==> src/rtl/test_pattern_pkg.sv <==
// Mode encodings shared by the test-pattern generator and its mode sequencer.
// Mode values 6 and 7 are reserved and render black.
package test_pattern_pkg;

    localparam int MODE_W = 3;

    localparam logic [MODE_W-1:0] MODE_GRID   = 3'd0;
    localparam logic [MODE_W-1:0] MODE_BARS   = 3'd1;
    localparam logic [MODE_W-1:0] MODE_CHECK  = 3'd2;
    localparam logic [MODE_W-1:0] MODE_GRAD   = 3'd3;
    localparam logic [MODE_W-1:0] MODE_SCROLL = 3'd4;
    localparam logic [MODE_W-1:0] MODE_SOLID  = 3'd5;
    localparam logic [MODE_W-1:0] MODE_LAST   = MODE_SOLID;

endpackage

==> src/rtl/pattern_mode_sequencer.sv <==
// Per-frame mode/frame-count sequencer: frame_start detect, manual or auto-cycling mode.
// mode_cur/count_cur are combinational and already reflect the frame_start update; no backpressure.
module pattern_mode_sequencer
    import test_pattern_pkg::*;
#(
    parameter int POS_W           = 9,
    parameter int FRAME_W         = 8,
    parameter int FRAMES_PER_MODE = 120
) (
    input  logic               clk,
    input  logic               reset,
    input  logic [POS_W-1:0]   hpos,
    input  logic [POS_W-1:0]   vpos,
    input  logic [MODE_W-1:0]  mode_sel,
    input  logic               auto_cycle,
    output logic [MODE_W-1:0]  mode_cur,
    output logic [FRAME_W-1:0] count_cur,
    output logic [MODE_W-1:0]  mode_active,
    output logic [FRAME_W-1:0] frame_count
);

    localparam logic [15:0] DWELL_LAST = 16'(FRAMES_PER_MODE - 1);

    logic               frame_start;
    logic [15:0]        dwell;
    logic [15:0]        dwell_next;
    logic [MODE_W-1:0]  mode_next;
    logic [FRAME_W-1:0] count_next;
    logic               cycling;

    always_comb begin
        frame_start = (hpos == '0) && (vpos == '0);
        count_next  = frame_count + FRAME_W'(1);
        mode_next   = mode_sel;
        dwell_next  = '0;
        if (auto_cycle) begin
            // First auto frame keeps the current mode and restarts the dwell count.
            if (mode_active > MODE_LAST) begin
                mode_next = MODE_GRID;
            end else if (!cycling) begin
                mode_next = mode_active;
            end else if (dwell == DWELL_LAST) begin
                mode_next = (mode_active == MODE_LAST) ? MODE_GRID : mode_active + 3'd1;
            end else begin
                mode_next  = mode_active;
                dwell_next = dwell + 16'd1;
            end
        end
        mode_cur  = frame_start ? mode_next  : mode_active;
        count_cur = frame_start ? count_next : frame_count;
    end

    always_ff @(posedge clk or negedge reset) begin
        if (!reset) begin
            mode_active <= '0;
            frame_count <= '0;
            dwell       <= '0;
            cycling     <= 1'b0;
        end else if (frame_start) begin
            mode_active <= mode_next;
            frame_count <= count_next;
            dwell       <= dwell_next;
            cycling     <= auto_cycle;
        end
    end

endmodule

==> config.mk <==
export PLATFORM = sky130hd
export DESIGN_NAME = pattern_mode_sequencer
export DESIGN_NICKNAME = d
export VERILOG_FILES = /design/src/rtl/test_pattern_pkg.sv /design/src/rtl/pattern_mode_sequencer.sv
export SDC_FILE = /design/constraint.sdc
export NUM_CORES = 1
export LEC_CHECK = 0
export CAP_MARGIN = 0
export CORE_MARGIN = 3
export CORE_UTILIZATION = 46
export DETAILED_ROUTE_END_ITERATION = 10
export GPL_ROUTABILITY_DRIVEN = 0
export PLACE_DENSITY = 0.77
export SETUP_SLACK_MARGIN = 0.4
export SKIP_LAST_GASP = 1
export SLEW_MARGIN = 40
export SYNTH_ARGS = -nofsm -noshare
export SYNTH_HDL_FRONTEND = slang
export SYNTH_SLANG_ARGS = --single-unit
export TNS_END_PERCENT = 30
==> constraint.sdc <==
create_clock -name clk -period 2.62 [get_ports clk]
set_input_delay 0.524 -clock clk [delete_from_list [all_inputs] [get_ports clk]]
set_output_delay 0.524 -clock clk [all_outputs]
set_load 0.05 [all_outputs]
==> results.md <==
| Stage | Item | Reported |
|:---|:---|:---|
| outcome | Outcome | finished with violations |
| outcome | Violated checks | negative setup slack |
| pwr | Max VDD drop | 0.3371 mV |
| layout | Layout Area Growth over Synthesis | 74.78% |
| timing | Fin. max-slew vios | 0 |
| pwr | Leakage Power | 1.144 nW |
| logic synthesis | Number of distinct standard cells referenced by the synthesized netlist | 41 |
| timing | RSZ-0062 raised after global routing | yes |
| placement | Number of placed instances with taps included | 262 |
| floorplanning | Die area | 4061 um^2 |
| global route | Global-route met1 utilization | 30.35% |
| job | Maxcap violations | 0 |
| floorplanning | Starting density of the core | 49.00% |
| global route | Met2 track demand over resource in global routing | 46.94% |
| layout | Final core utilization | 85.64% |
| timing | Hold slack | 0.5377 ns |
| layout | Commonest non-fill, non-tap cells in the layout | sky130_fd_sc_hd__dfrtp_1, sky130_fd_sc_hd__buf_4, sky130_fd_sc_hd__nand2_1 |
| detailed routing | Drt pass-1 iters | 5 |
| floorplanning | Die X-Extent | 63.73 um |
| detailed routing | DR iter-0 viols | 167 |
| critical path | Type of destination of the critical path | output pin |
| cts | CTS tree | built |
| cts | Clock insertion delay at the later pin of the skew report | 0.34 ns |
| logic synthesis | Share of async-settable or async-resettable flops after synthesis | 100.0% |
| global route | Met3 global-route usage | 4.635% |
| critical path | Type of origin of the critical path | flop |
| critical path | Arrival @ worst endpoint | 2.42 ns |
| floorplanning | Die Y | 63.73 um |
| global route | Number of antenna violations at the first check in global routing | 0 |
| floorplanning | Core outline area | 3128 um^2 |
| logic synthesis | Yosys warns | 0 |
| layout | Antenna Cells | 0 |
| cts | Clock transition at the register clock pins on the worst setup and hold paths after CTS | 0.17 ns |
| critical path | Reg2Reg Setup Slack | 0.29 ns |
| cts | Total clock sinks | 28 |
| cts | Buffer depth of the longest clock path | 2 |
| detailed routing | Routed Antenna Nets | 0 |
| layout | Count of nets after finishing | 265 |
| detailed routing | Final wirelength | 5431 um |
| floorplanning | Floorplan row count | 20 |
| cts | TritonCTS buffer count | 3 |
| logic synthesis | Sequential element share of the synthesized area | 45.71% |
| detailed routing | WL per Instance | 19.26 um |
| logic synthesis | Number of storage elements in the synthesis netlist | 28 |
| logic synthesis | Predominant post-synthesis flop cell | sky130_fd_sc_hd__dfrtp_1 |
| critical path | Worst endpoint required time | 2.10 ns |
| cts | Total of hold buffers inserted after clock tree synthesis | 0 |
| critical path | Worst-path fanout max | 4 |
| timing | Number of hold-slack violations in the final timing report | 0 |
| detailed routing | Mean number of vias per cell | 6.135 |
| detailed routing | Total number of vias | 1,730 |
| critical path | Setup CP Type | flop to output pin |
| floorplanning | Total I/O pin count | 46 |
| logic synthesis | Number of enable-type register cells in the synthesized netlist | 0 |
| global route | Grt ovf | 0 |
| critical path | Ordered list of cells on the worst path | or4_4 -> nor4_4 -> and3_4 -> o21ai_0 -> o2bb2ai_4 -> buf_4 |
| logic synthesis | Cell area after synthesis | 1533 um^2 |
| placement | Number of port buffers | 45 |
| global route | Vias in the first global route | 1,689 |
| timing | Final setup skew | 0.009202 ns |
| timing | Final period utilization | 112.2% |
| global route | Most utilized layer in the global route result | met2 |
| logic synthesis | Post-Syn Nets | 192 |
| timing | F_max | 340.2 MHz |
| timing | Tightest slew margin relative to the limit | 62.77% |
| pwr | Overall power consumption | 0.7886 mW |
| cts | CTS H-tree depth | 1 |
| layout | Filler Cell Count | 161 |
| hold path | HP Class | input pin to asynchronous set/reset pin |
| logic synthesis | Mapped Avg Cell Area | 9.233 um^2 |
| pwr | Power density relative to cell area | 294.4 nW/um^2 |
| logic synthesis | Cells after synthesis | 166 |
| global route | Aggregate global-route resource usage | 25.40% |
| cts | Root Driver | sky130_fd_sc_hd__clkbuf_4 |
| timing | TNS Setup | -0.8786 ns |
| critical path | Largest stage delay on the critical path | 0.57 ns |
| layout | Share of post-route cells with drive strength above 1 | 40.76% |
| detailed routing | Total DRC errors in the routed layout | 0 |
| timing | Setup violators final | 3 |
| critical path | Worst path slowest cell | sky130_fd_sc_hd__or4_4 |
| global route | Wire length of the first global-routing pass | 8142 um |
| layout | Most common library cell in the layout ignoring fill and taps | sky130_fd_sc_hd__dfrtp_1 |
| placement | Sum of net half-perimeters after detailed placement | 3413 um |
| timing | Minimum period implied by the final worst setup slack | 2.939 ns |
| global route | Largest net degree at the start of global routing | 29 |
| timing | Transition time at the pin with the least slew margin | 0.5507 ns |
| layout | Post-Layout Cell Count | 282 |
| timing | Worst setup margin | -0.3192 ns |
==> kinds of logic (layout without fill, tap and decap cells) <==
kind of cell / count (synthesis) / count (layout) / share of synthesized area [%]
xor+xnor: 7 / 7 / 4.000
flops: 28 / 28 / 45.71
buf+inv: 13 / 83 / 3.754
compound gates: 42 / 42 / 18.45
fa+ha+maj: 2 / 2 / 1.632
simple gates: 74 / 76 / 26.45
==> metrics by stage <==
stage	cell area, um^2	setup WS (ns)
2_1_floorplan	1779	-0.02123
3_3_place_gp	2404	-0.1886
3_5_place_dp	2404	-0.2883
4_1_cts	2471	-0.2809
5_1_grt	2679	-0.4156
6_report	2679	-0.3192
==> Yosys cell counts, types with 2 or more instances <==
library cell,n,area share (%)
sky130_fd_sc_hd__a21oi_1,2,0.65
sky130_fd_sc_hd__or3_1,2,0.82
sky130_fd_sc_hd__clkbuf_1,4,0.98
sky130_fd_sc_hd__o31a_1,2,1.1
sky130_fd_sc_hd__o41ai_1,4,2.3
sky130_fd_sc_hd__nor4_1,7,2.9
sky130_fd_sc_hd__o2bb2ai_1,3,1.7
sky130_fd_sc_hd__nand3_1,11,3.6
sky130_fd_sc_hd__and3_1,2,0.82
sky130_fd_sc_hd__dfrtp_1,28,46
sky130_fd_sc_hd__inv_1,6,1.5
sky130_fd_sc_hd__a2bb2oi_1,2,1.1
sky130_fd_sc_hd__o31ai_1,2,0.98
sky130_fd_sc_hd__xnor2_1,7,4.0
sky130_fd_sc_hd__nand4_1,8,3.3
sky130_fd_sc_hd__nor2_1,9,2.2
sky130_fd_sc_hd__o21ai_0,17,5.6
sky130_fd_sc_hd__nand2_1,20,4.9
sky130_fd_sc_hd__o21ai_1,3,0.98
sky130_fd_sc_hd__ha_1,2,1.6
sky130_fd_sc_hd__nor3_1,5,1.6
==> registers in the layout, summed over array words and instances (netlist names) <==
name / count
mode_active: 3
cycling: 1
frame_count: 8
dwell: 16
==> power by group <==
part	internal, mW	switching [mW]	leakage (nW)
sequential	0.432	0.0000366	0.381
combinational	0.0276	0.0287	0.735
clock	0.155	0.145	0.0279
==> final timing paths <==
check                           depth (start not counted)           to      start
max in group asynchronous                               2    dwell[10]      reset
worst min register to register                          1    dwell[15]  dwell[15]
worst max register to register                          9    dwell[13]  dwell[14]
worst min-delay path                                    2    dwell[15]      reset
worst max-delay path                                    6  mode_cur[1]  dwell[14]
min in group clk                                        1    dwell[15]  dwell[15]
==> metal layers <==
layer  share of wire (%)  vias to the layer above  routed length, um
met5                   0                        -                  0
met4                 1.9                        0                101
met3                 6.5                       22                355
met2                  55                       98               2971
met1                  37                      835               2002
li1                    -                      775                  -
==> worst max-delay path, delay by kind of cell, from the launching register on <==
family                 cells  cell delay [ns]
AND/OR/NAND/NOR            3             1.15
buffers and inverters      1             0.19
AO/OA/AOI/OAI              2             0.32
flip-flops                 1             0.42
==> final cells by class <==
type	instances	area, um^2	area share, %
multi-input combinational	127	1094	40.82
timing repair buffer	73	754.5	28.16
sequential	28	700.7	26.16
tap	44	55.05	2.055
clock inverter	1	30.03	1.121
clock buffer	3	22.52	0.8407
inverter	6	22.52	0.8407
==> what timing repair did <==
| action | in CTS | in global routing |
|---|---|---|
| pin swaps | 15 | 14 |
| resized for setup | 66 | 26 |
| setup endpoints to repair | 26 | 35 |
| buffers inserted | 4 | 9 |
| gates cloned | 1 | 2 |
No activity file was read; power rests on OpenSTA's default activity.
